--- src/rtl/button_debounce.sv ---
// Button debouncer: a 2-flop synchronizer feeds a four-state qualify FSM with a hold counter.
// Defining BUTTON_DEBOUNCE_GLITCH_EN adds the glitch_cnt port and its saturating counter.
module button_debounce #(
    parameter int STABLE_CYCLES = 1000000
) (
    input  logic       Clk,
    input  logic       Rst,
    input  logic       bi,
`ifdef BUTTON_DEBOUNCE_GLITCH_EN
    output logic [7:0] glitch_cnt,
`endif
    output logic       bo
);
    localparam int              CW       = $clog2(STABLE_CYCLES + 1);
    localparam logic [CW-1:0]   CNT_ZERO = {CW{1'b0}};
    localparam logic [CW-1:0]   CNT_ONE  = {{(CW-1){1'b0}}, 1'b1};
    localparam logic [CW-1:0]   CNT_LAST = CW'(STABLE_CYCLES - 1);

    typedef enum logic [1:0] {
        S_Low     = 2'd0,
        S_RiseChk = 2'd1,
        S_High    = 2'd2,
        S_FallChk = 2'd3
    } state_e;

    logic          s1_q;
    logic          s2_q;
    logic          bi_s;
    state_e        state_q, state_d;
    logic [CW-1:0] cnt_q,   cnt_d;
    logic          bo_q,    bo_d;

    assign bi_s = s2_q;
    assign bo   = bo_q;

    // Next-state logic: cnt holds the number of consecutive qualifying samples seen.
    always_comb begin
        state_d = state_q;
        cnt_d   = cnt_q;
        bo_d    = bo_q;
        case (state_q)
            S_Low: begin
                if (bi_s) begin
                    state_d = S_RiseChk;
                    cnt_d   = CNT_ONE;
                end else begin
                    cnt_d   = CNT_ZERO;
                end
            end
            S_RiseChk: begin
                if (!bi_s) begin
                    state_d = S_Low;
                    cnt_d   = CNT_ZERO;
                end else if (cnt_q == CNT_LAST) begin
                    state_d = S_High;
                    bo_d    = 1'b1;
                    cnt_d   = CNT_ZERO;
                end else begin
                    cnt_d   = cnt_q + CNT_ONE;
                end
            end
            S_High: begin
                if (!bi_s) begin
                    state_d = S_FallChk;
                    cnt_d   = CNT_ONE;
                end else begin
                    cnt_d   = CNT_ZERO;
                end
            end
            S_FallChk: begin
                if (bi_s) begin
                    state_d = S_High;
                    cnt_d   = CNT_ZERO;
                end else if (cnt_q == CNT_LAST) begin
                    state_d = S_Low;
                    bo_d    = 1'b0;
                    cnt_d   = CNT_ZERO;
                end else begin
                    cnt_d   = cnt_q + CNT_ONE;
                end
            end
            default: begin
                state_d = S_Low;
                cnt_d   = CNT_ZERO;
                bo_d    = 1'b0;
            end
        endcase
    end

    // Synchronizer, state, counter and output registers with synchronous reset.
    always_ff @(posedge Clk) begin
        if (Rst) begin
            s1_q    <= 1'b0;
            s2_q    <= 1'b0;
            state_q <= S_Low;
            cnt_q   <= CNT_ZERO;
            bo_q    <= 1'b0;
        end else begin
            s1_q    <= bi;
            s2_q    <= s1_q;
            state_q <= state_d;
            cnt_q   <= cnt_d;
            bo_q    <= bo_d;
        end
    end

`ifdef BUTTON_DEBOUNCE_GLITCH_EN
    logic       glitch_evt_s;
    logic [7:0] glitch_q;

    // A glitch is an abort out of either check state; successful qualifications never count.
    always_comb begin
        glitch_evt_s = 1'b0;
        if (state_q == S_RiseChk) begin
            glitch_evt_s = !bi_s;
        end else if (state_q == S_FallChk) begin
            glitch_evt_s = bi_s;
        end else begin
            glitch_evt_s = 1'b0;
        end
    end

    // Saturating glitch counter.
    always_ff @(posedge Clk) begin
        if (Rst) begin
            glitch_q <= 8'd0;
        end else if (glitch_evt_s && (glitch_q != 8'hFF)) begin
            glitch_q <= glitch_q + 8'd1;
        end else begin
            glitch_q <= glitch_q;
        end
    end

    assign glitch_cnt = glitch_q;
`endif

endmodule

--- config.mk ---
export PLATFORM = sky130hd
export DESIGN_NAME = button_debounce
export DESIGN_NICKNAME = d
export VERILOG_FILES = /design/src/rtl/button_debounce.sv
export SDC_FILE = /design/constraint.sdc
export NUM_CORES = 1
export LEC_CHECK = 0
export ABC_AREA = 1
export ABC_CLOCK_PERIOD_IN_PS = 3800
export CORE_MARGIN = 3
export CORE_UTILIZATION = 35
export DETAILED_ROUTE_END_ITERATION = 8
export PLACE_DENSITY = 0.59
export SYNTH_ARGS = -nofsm -noshare
export SYNTH_HDL_FRONTEND = slang
export SYNTH_SLANG_ARGS = --single-unit
--- constraint.sdc ---
create_clock -name Clk -period 3.8 [get_ports Clk]
set_input_delay 0.95 -clock Clk [delete_from_list [all_inputs] [get_ports Clk]]
set_output_delay 0.95 -clock Clk [all_outputs]
set_load 0.1 [all_outputs]
==> results.toml, run 1 <==
[sta]
slew_headroom_pct = 35.87
finalHoldViolations = 0
final.period_utilization_pct = 70.83
fmaxAchievable_ghz = 0.3715
grt_setup_unrepaired = "false"
time_the_final_worst_path_needs_with_i_o_delays_and_setup_ns = 2.692
fin_worst_skew_ns = 0.004914
timing.final.max_slew_violations = 0
max_slew.worst_pin.slew_ns = 0.9590
setup-violations-final = 0
finalSetupTns_ns = 0

[routing]
ant_nets = 0
drt_pre_antenna_iters = 4
via_per_inst = 4.636
routed_wl_mm = 2.600
dr_total_vias = 1108
drt_drc = 0
detailed_router_s_first_iteration_violation_count = 72
wl_per_cell_um = 10.88

[synthesis]
count_of_different_cell_masters_after_synthesis = 22
synth_async_sr_flop_share_pct = 0
post_synth_xor_area_fraction_pct = 6.718
yosys_warnings = 0
synth_top_area_share_pct = 38.39
ys_ff_latch = 25
post_synth_mux_area_share_pct = 0
synth-compound-area-share_pct = 3.551
post_synth_fa_ha_maj_area_fraction_pct = 0.9597
avgSynthCellArea_um2 = 6.972
postSynthCellCount = 187
top_post_synthesis_cells_by_area = "sky130_fd_sc_hd__dfxtp_1, sky130_fd_sc_hd__nor2_1, sky130_fd_sc_hd__nand2_1, sky130_fd_sc_hd__inv_1, sky130_fd_sc_hd__xor2_1"
mappedNetlistArea_um2 = 1304
nets_in_the_synthesized_netlist = 191
synth_top_family_by_area = "simple AND/OR/NAND/NOR gates"
synth_top_cell_by_area = "sky130_fd_sc_hd__dfxtp_1"
yosysSeqAreaShare_pct = 38.39
synth_edf_count = 0
dominantRegCellSynth = "sky130_fd_sc_hd__dfxtp_1"
post_synth_and_or_nand_nor_area_fraction_pct = 42.61

[grt]
antenna_found_initial = 0
grt_max_degree = 16
grt_pass1_vias = 1000
gr-usage-met1_pct = 18.76
grt_pass1_wl_mm = 4.540
grt_most_used_layer = "met2"
globalRouteOverflowTotal = 0
groute.layer.met2.usage_pct = 19.88
grt_use_total_pct = 13.27
global_route.usage.met3_pct = 3.541

[die]
pin_count = 4
floorplan.die.height_um = 67.03
fp.dieArea_um2 = 4493
fp.coreArea_um2 = 3468
floorplan.initialDensity_pct = 37.59
std_cell_rows = 21
die_w_um = 67.03

[finish]
design.final.nets = 198
most-common-layout-cells = "sky130_fd_sc_hd__nor2_1, sky130_fd_sc_hd__nand2_1, sky130_fd_sc_hd__dfxtp_1, sky130_fd_sc_hd__inv_1"
mostFrequentLayoutCell = "sky130_fd_sc_hd__nor2_1"
multiInputGateArea_um2 = 701.9
layout-area-overhead-vs-synth_pct = 9.309
fillers = 386
antenna_cells = 0
final_layout_size_suffix_gt1_share_pct = 9.845
seqCellArea_um2 = 500.5
fin_cells = 239

[clock_tree]
numCtsBuffers = 3
tritoncts_clock_tree = "built"
max-clock-path-buffers = 2
clk_root_buffer_cell = "sky130_fd_sc_hd__clkbuf_8"
clk_transition_reported_paths_ns = 0.09
cts_setup_buffers = 0
post_cts.resized_instances = 0
clk-insertion-delay-late_ns = 0.27
clock_sinks = 25
h-tree-depth = 1
ctsHoldBuffers = 0

[setup_path]
startpoint_type = "register"
beginning_of_the_critical_path = "bo"
worstSetupPathDepth = 1
timing.critical_path.fanout_max = 2
cp_data_arrival_time_ns = 1.74
reg2reg_slack_ns = 2.09
crit_required_ns = 2.85
worst_setup_path_endpoint = "bo"
largest_stage_delay_on_the_critical_path_ns = 1.13
timing.rr.start = "cnt_q[0]"
ff2ff_path_depth = 8
cp_top_family = "buffers and inverters"
timing.rr.end = "cnt_q[18]"
cp_cell_instances = "clkdlybuf4s50_1"
crit_type = "register to output port"
crit_path_top_delay_cell = "sky130_fd_sc_hd__clkdlybuf4s50_1"
critical_path_buf_inv_count = 1
category_of_the_worst_setup_path_capture_point = "output port"

[placed_design]
inst_count_dp = 235
hpwlAfterDp_mm = 1.942
gp_congestion = 0.8708
port_buffers = 3

[run]
maxCapViolCount = 0

[power_and_ir_drop]
power.static_leakage_nw = 0.4920
power.density_cell_area_nw_per_um2 = 324.2
power.ir.vdd_worst_mv = 0.2226
report.power.total_mw = 0.4620

[run_status]
outcome = "finished clean"

[min_path]
hold_path_class = "register to register"
## cell families after synthesis
family	count (synthesis)
simple gates	118
flops	25
buf+inv	24
xor+xnor	10
compound gates	9
fa+ha+maj	1
## Yosys cell counts, drive strengths merged, types with 3 or more instances
| master | n |
|---|---|
| nor2 | 50 |
| nand2 | 40 |
| dfxtp | 25 |
| inv | 23 |
| nand3 | 10 |
| nor3 | 9 |
| a21oi | 8 |
| nand4 | 8 |
| xor2 | 7 |
| xnor2 | 3 |
## tightest hold or removal path: cells and delay by family, from the launching register on
family / cells / cell delay, ns
buffers and inverters: 1 / 0.04
DFF: 1 / 0.31
and+or+nand+nor: 1 / 0.03
## cell type report
cell class,count,share of cell area (%)
inverters,23,6.058
repair buffers,3,2.107
clock buffers,3,2.897
clock inverters,1,0.5268
flip-flops and latches,25,35.12
well taps,46,4.039
multi-input cells,138,49.25
## report_power, final
group / switching, mW / leakage, nW / total [mW] / internal, mW
Sequential: 0.00582 / 0.202 / 0.273 / 0.267
Combinational: 0.0157 / 0.268 / 0.0252 / 0.00950
Clock: 0.0893 / 0.0217 / 0.164 / 0.0744
Total: 0.111 / 0.492 / 0.462 / 0.351
## registers in the layout, summed over array words and instances (netlist names), named ones only
register,count
cnt_q,20
state_q,1
s1_q,1
bi_s,1
bo,1
## per-stage QoR
step	cell area (um^2)	setup slack, ns	utilization, %	hold slack (ns)
CTS	1425	1.082	41.09	0.4124
global placement	1376	1.420	39.68	0.3941
floorplan	1304	1.926	-	0.3883
detailed placement	1376	1.400	39.68	0.3980
global route	1425	1.048	41.09	0.4309
finish	1425	1.108	41.09	0.4064
## routing by layer
| layer | vias up | wire length (um) |
|---|---|---|
| met5 | - | 0 |
| met4 | 0 | 18 |
| met3 | 2 | 93 |
| met2 | 12 | 1057 |
| met1 | 493 | 1431 |
| li1 | 601 | - |
## worst min path at each step
stage | start | to | slack [ns] | cells after the start
floorplan | s1_q | bi_s | 0.39 | 2
global placement | s1_q | bi_s | 0.39 | 2
detailed placement | s1_q | bi_s | 0.40 | 2
CTS | s1_q | bi_s | 0.41 | 2
global route | s1_q | bi_s | 0.43 | 2
finish | s1_q | bi_s | 0.41 | 2
(Power assumes the default switching activity.)
==> run 2, diff against run 1 <==
--- a/config.mk
+++ b/config.mk
@@ -6,11 +6,11 @@
 export NUM_CORES = 1
 export LEC_CHECK = 0
 export ABC_AREA = 1
-export ABC_CLOCK_PERIOD_IN_PS = 3800
+export ABC_CLOCK_PERIOD_IN_PS = 2300
 export CORE_MARGIN = 3
 export CORE_UTILIZATION = 35
 export DETAILED_ROUTE_END_ITERATION = 8
-export PLACE_DENSITY = 0.59
+export PLACE_DENSITY = 0.61
 export SYNTH_ARGS = -nofsm -noshare
 export SYNTH_HDL_FRONTEND = slang
 export SYNTH_SLANG_ARGS = --single-unit
==> constraint.sdc (replaced) <==
create_clock -name Clk -period 2.3 [get_ports Clk]
set_input_delay 0.575 -clock Clk [delete_from_list [all_inputs] [get_ports Clk]]
set_output_delay 0.575 -clock Clk [all_outputs]
set_load 0.1 [all_outputs]
==> run 2 against run 1 <==
Sequential power rose by 66%. Total power is 63% higher. Register-to-register slack got worse by 1.5 ns. Hold slack gained 0.0049 ns. Global-route usage rose by 1.1 points. Clock power rose by 60%. Critical endpoint is now cnt_q[18]. First-iteration DRC count increased by 100%. Utilization decreased by 0.18 points. Combinational power up 63%. Final cell count did not move. Cell area is 0.44% lower. Largest power group unchanged. Sequential share of layout area grew 0.15 points.
==> results.toml, run 2 (synthesis gave the netlist of run 1 again) <==
[sta]
time_the_final_worst_path_needs_with_i_o_delays_and_setup_ns = 1.719
final.period_utilization_pct = 74.73
setup-violations-final = 0
fmaxAchievable_ghz = 0.5818
grt_setup_unrepaired = "false"
finalSetupTns_ns = 0
fin_worst_skew_ns = 0.002699
timing.final.max_slew_violations = 0
max_slew.worst_pin.slew_ns = 0.2984
finalHoldViolations = 0
slew_headroom_pct = 80.11

[grt]
grt_max_degree = 16
groute.layer.met2.usage_pct = 21.60
global_route.usage.met3_pct = 3.541
antenna_found_initial = 0
grt_use_total_pct = 14.36
grt_pass1_wl_mm = 4.892
globalRouteOverflowTotal = 0
grt_most_used_layer = "met2"
gr-usage-met1_pct = 18.96
grt_pass1_vias = 1101

[min_path]
hold_path_class = "register to register"
min_delay_path_depth = 2

[routing]
detailed_router_s_first_iteration_violation_count = 146
ant_nets = 0
drt_pre_antenna_iters = 4
drt_drc = 0
dr_total_vias = 1113
routed_wl_mm = 2.678
via_per_inst = 4.657
wl_per_cell_um = 11.21

[die]
fp.dieArea_um2 = 4493
floorplan.die.height_um = 67.03
std_cell_rows = 21
floorplan.initialDensity_pct = 37.59
die_w_um = 67.03
fp.coreArea_um2 = 3468
pin_count = 4

[clock_tree]
h-tree-depth = 1
clk_root_buffer_cell = "sky130_fd_sc_hd__clkbuf_8"
clk_transition_reported_paths_ns = 0.08
cts_setup_buffers = 0
ctsHoldBuffers = 0
post_cts.resized_instances = 0
clock_sinks = 25
numCtsBuffers = 3
clk-insertion-delay-late_ns = 0.27
tritoncts_clock_tree = "built"
max-clock-path-buffers = 2

[finish]
fillers = 388
mostFrequentLayoutCell = "sky130_fd_sc_hd__nor2_1"
final_layout_size_suffix_gt1_share_pct = 9.845
largest_reg_flops = 20
final_util_pct = 40.91
registers.top_by_ff_count = "cnt_q"
multiInputGateArea_um2 = 701.9
antenna_cells = 0
most-common-layout-cells = "sky130_fd_sc_hd__nor2_1, sky130_fd_sc_hd__nand2_1, sky130_fd_sc_hd__dfxtp_1, sky130_fd_sc_hd__inv_1"
design.final.nets = 198
final_area_um2 = 1419
seqCellArea_um2 = 500.5
layout-area-overhead-vs-synth_pct = 8.829

[placed_design]
gp_congestion = 0.9287
hpwlAfterDp_mm = 1.993
port_buffers = 3
placed_cell_area_um2 = 1374

[setup_path]
cp_data_arrival_time_ns = 1.89
startpoint_type = "register"
timing.critical_path.fanout_max = 6
crit_required_ns = 2.47
ff2ff_path_depth = 8
crit_type = "register to register"
category_of_the_worst_setup_path_capture_point = "register"

[power_and_ir_drop]
report.power.total_mw = 0.7551
power.static_leakage_nw = 0.4951
power.ir.vdd_worst_mv = 0.1958
power.density_cell_area_nw_per_um2 = 532.2

[run]
maxCapViolCount = 0

[run_status]
outcome = "finished clean"
run 2: per-stage QoR:
| step | cells | hold WS (ns) | setup slack [ns] |
|---|---|---|---|
| floorplan | 187 | 0.3883 | 0.8006 |
| global placement | 235 | 0.4016 | 0.4476 |
| detailed placement | 235 | 0.4015 | 0.4096 |
| CTS | 239 | 0.4145 | 0.5835 |
| global route | 239 | 0.4239 | 0.4911 |
| finish | 239 | 0.4113 | 0.5813 |
run 2: final cells by class:
cell class,instances,share of cell area [%]
Timing Repair Buffer,3,1.940
Clock buffer,4,3.175
Sequential cell,25,35.27
Multi-Input combinational cell,138,49.47
Tap cell,46,4.056
Inverter,23,6.085
run 2: path summary, 6_finish.rpt:
kind               endpoint  slack [ns]      from
hold reg to reg        bi_s        0.41      s1_q
hold / removal         bi_s        0.41      s1_q
setup reg to reg  cnt_q[18]        0.58  cnt_q[0]
setup / recovery  cnt_q[18]        0.58  cnt_q[0]
run 2: power breakdown:
part | leakage (nW) | switching [mW] | internal, mW
sequential | 0.202 | 0.0102 | 0.442
clock | 0.0228 | 0.138 | 0.124
combinational | 0.270 | 0.0255 | 0.0157
run 2: critical path, stage by stage, from the launching register on:
cell and delay, ns:
sky130_fd_sc_hd__dfxtp_1 0.49, sky130_fd_sc_hd__ha_1 0.30, sky130_fd_sc_hd__nand3_4 0.15, sky130_fd_sc_hd__nor2_4 0.17
sky130_fd_sc_hd__nand4_1 0.11, sky130_fd_sc_hd__nor2_2 0.18, sky130_fd_sc_hd__nand3_1 0.09, sky130_fd_sc_hd__nand2_1 0.07
sky130_fd_sc_hd__nor2_1 0.04
run 2: layer usage:
metal,vias to the layer above,share of wire [%]
li1,604,-
met1,486,51
met2,18,43
met3,5,4.3
met4,0,1.8
met5,-,0
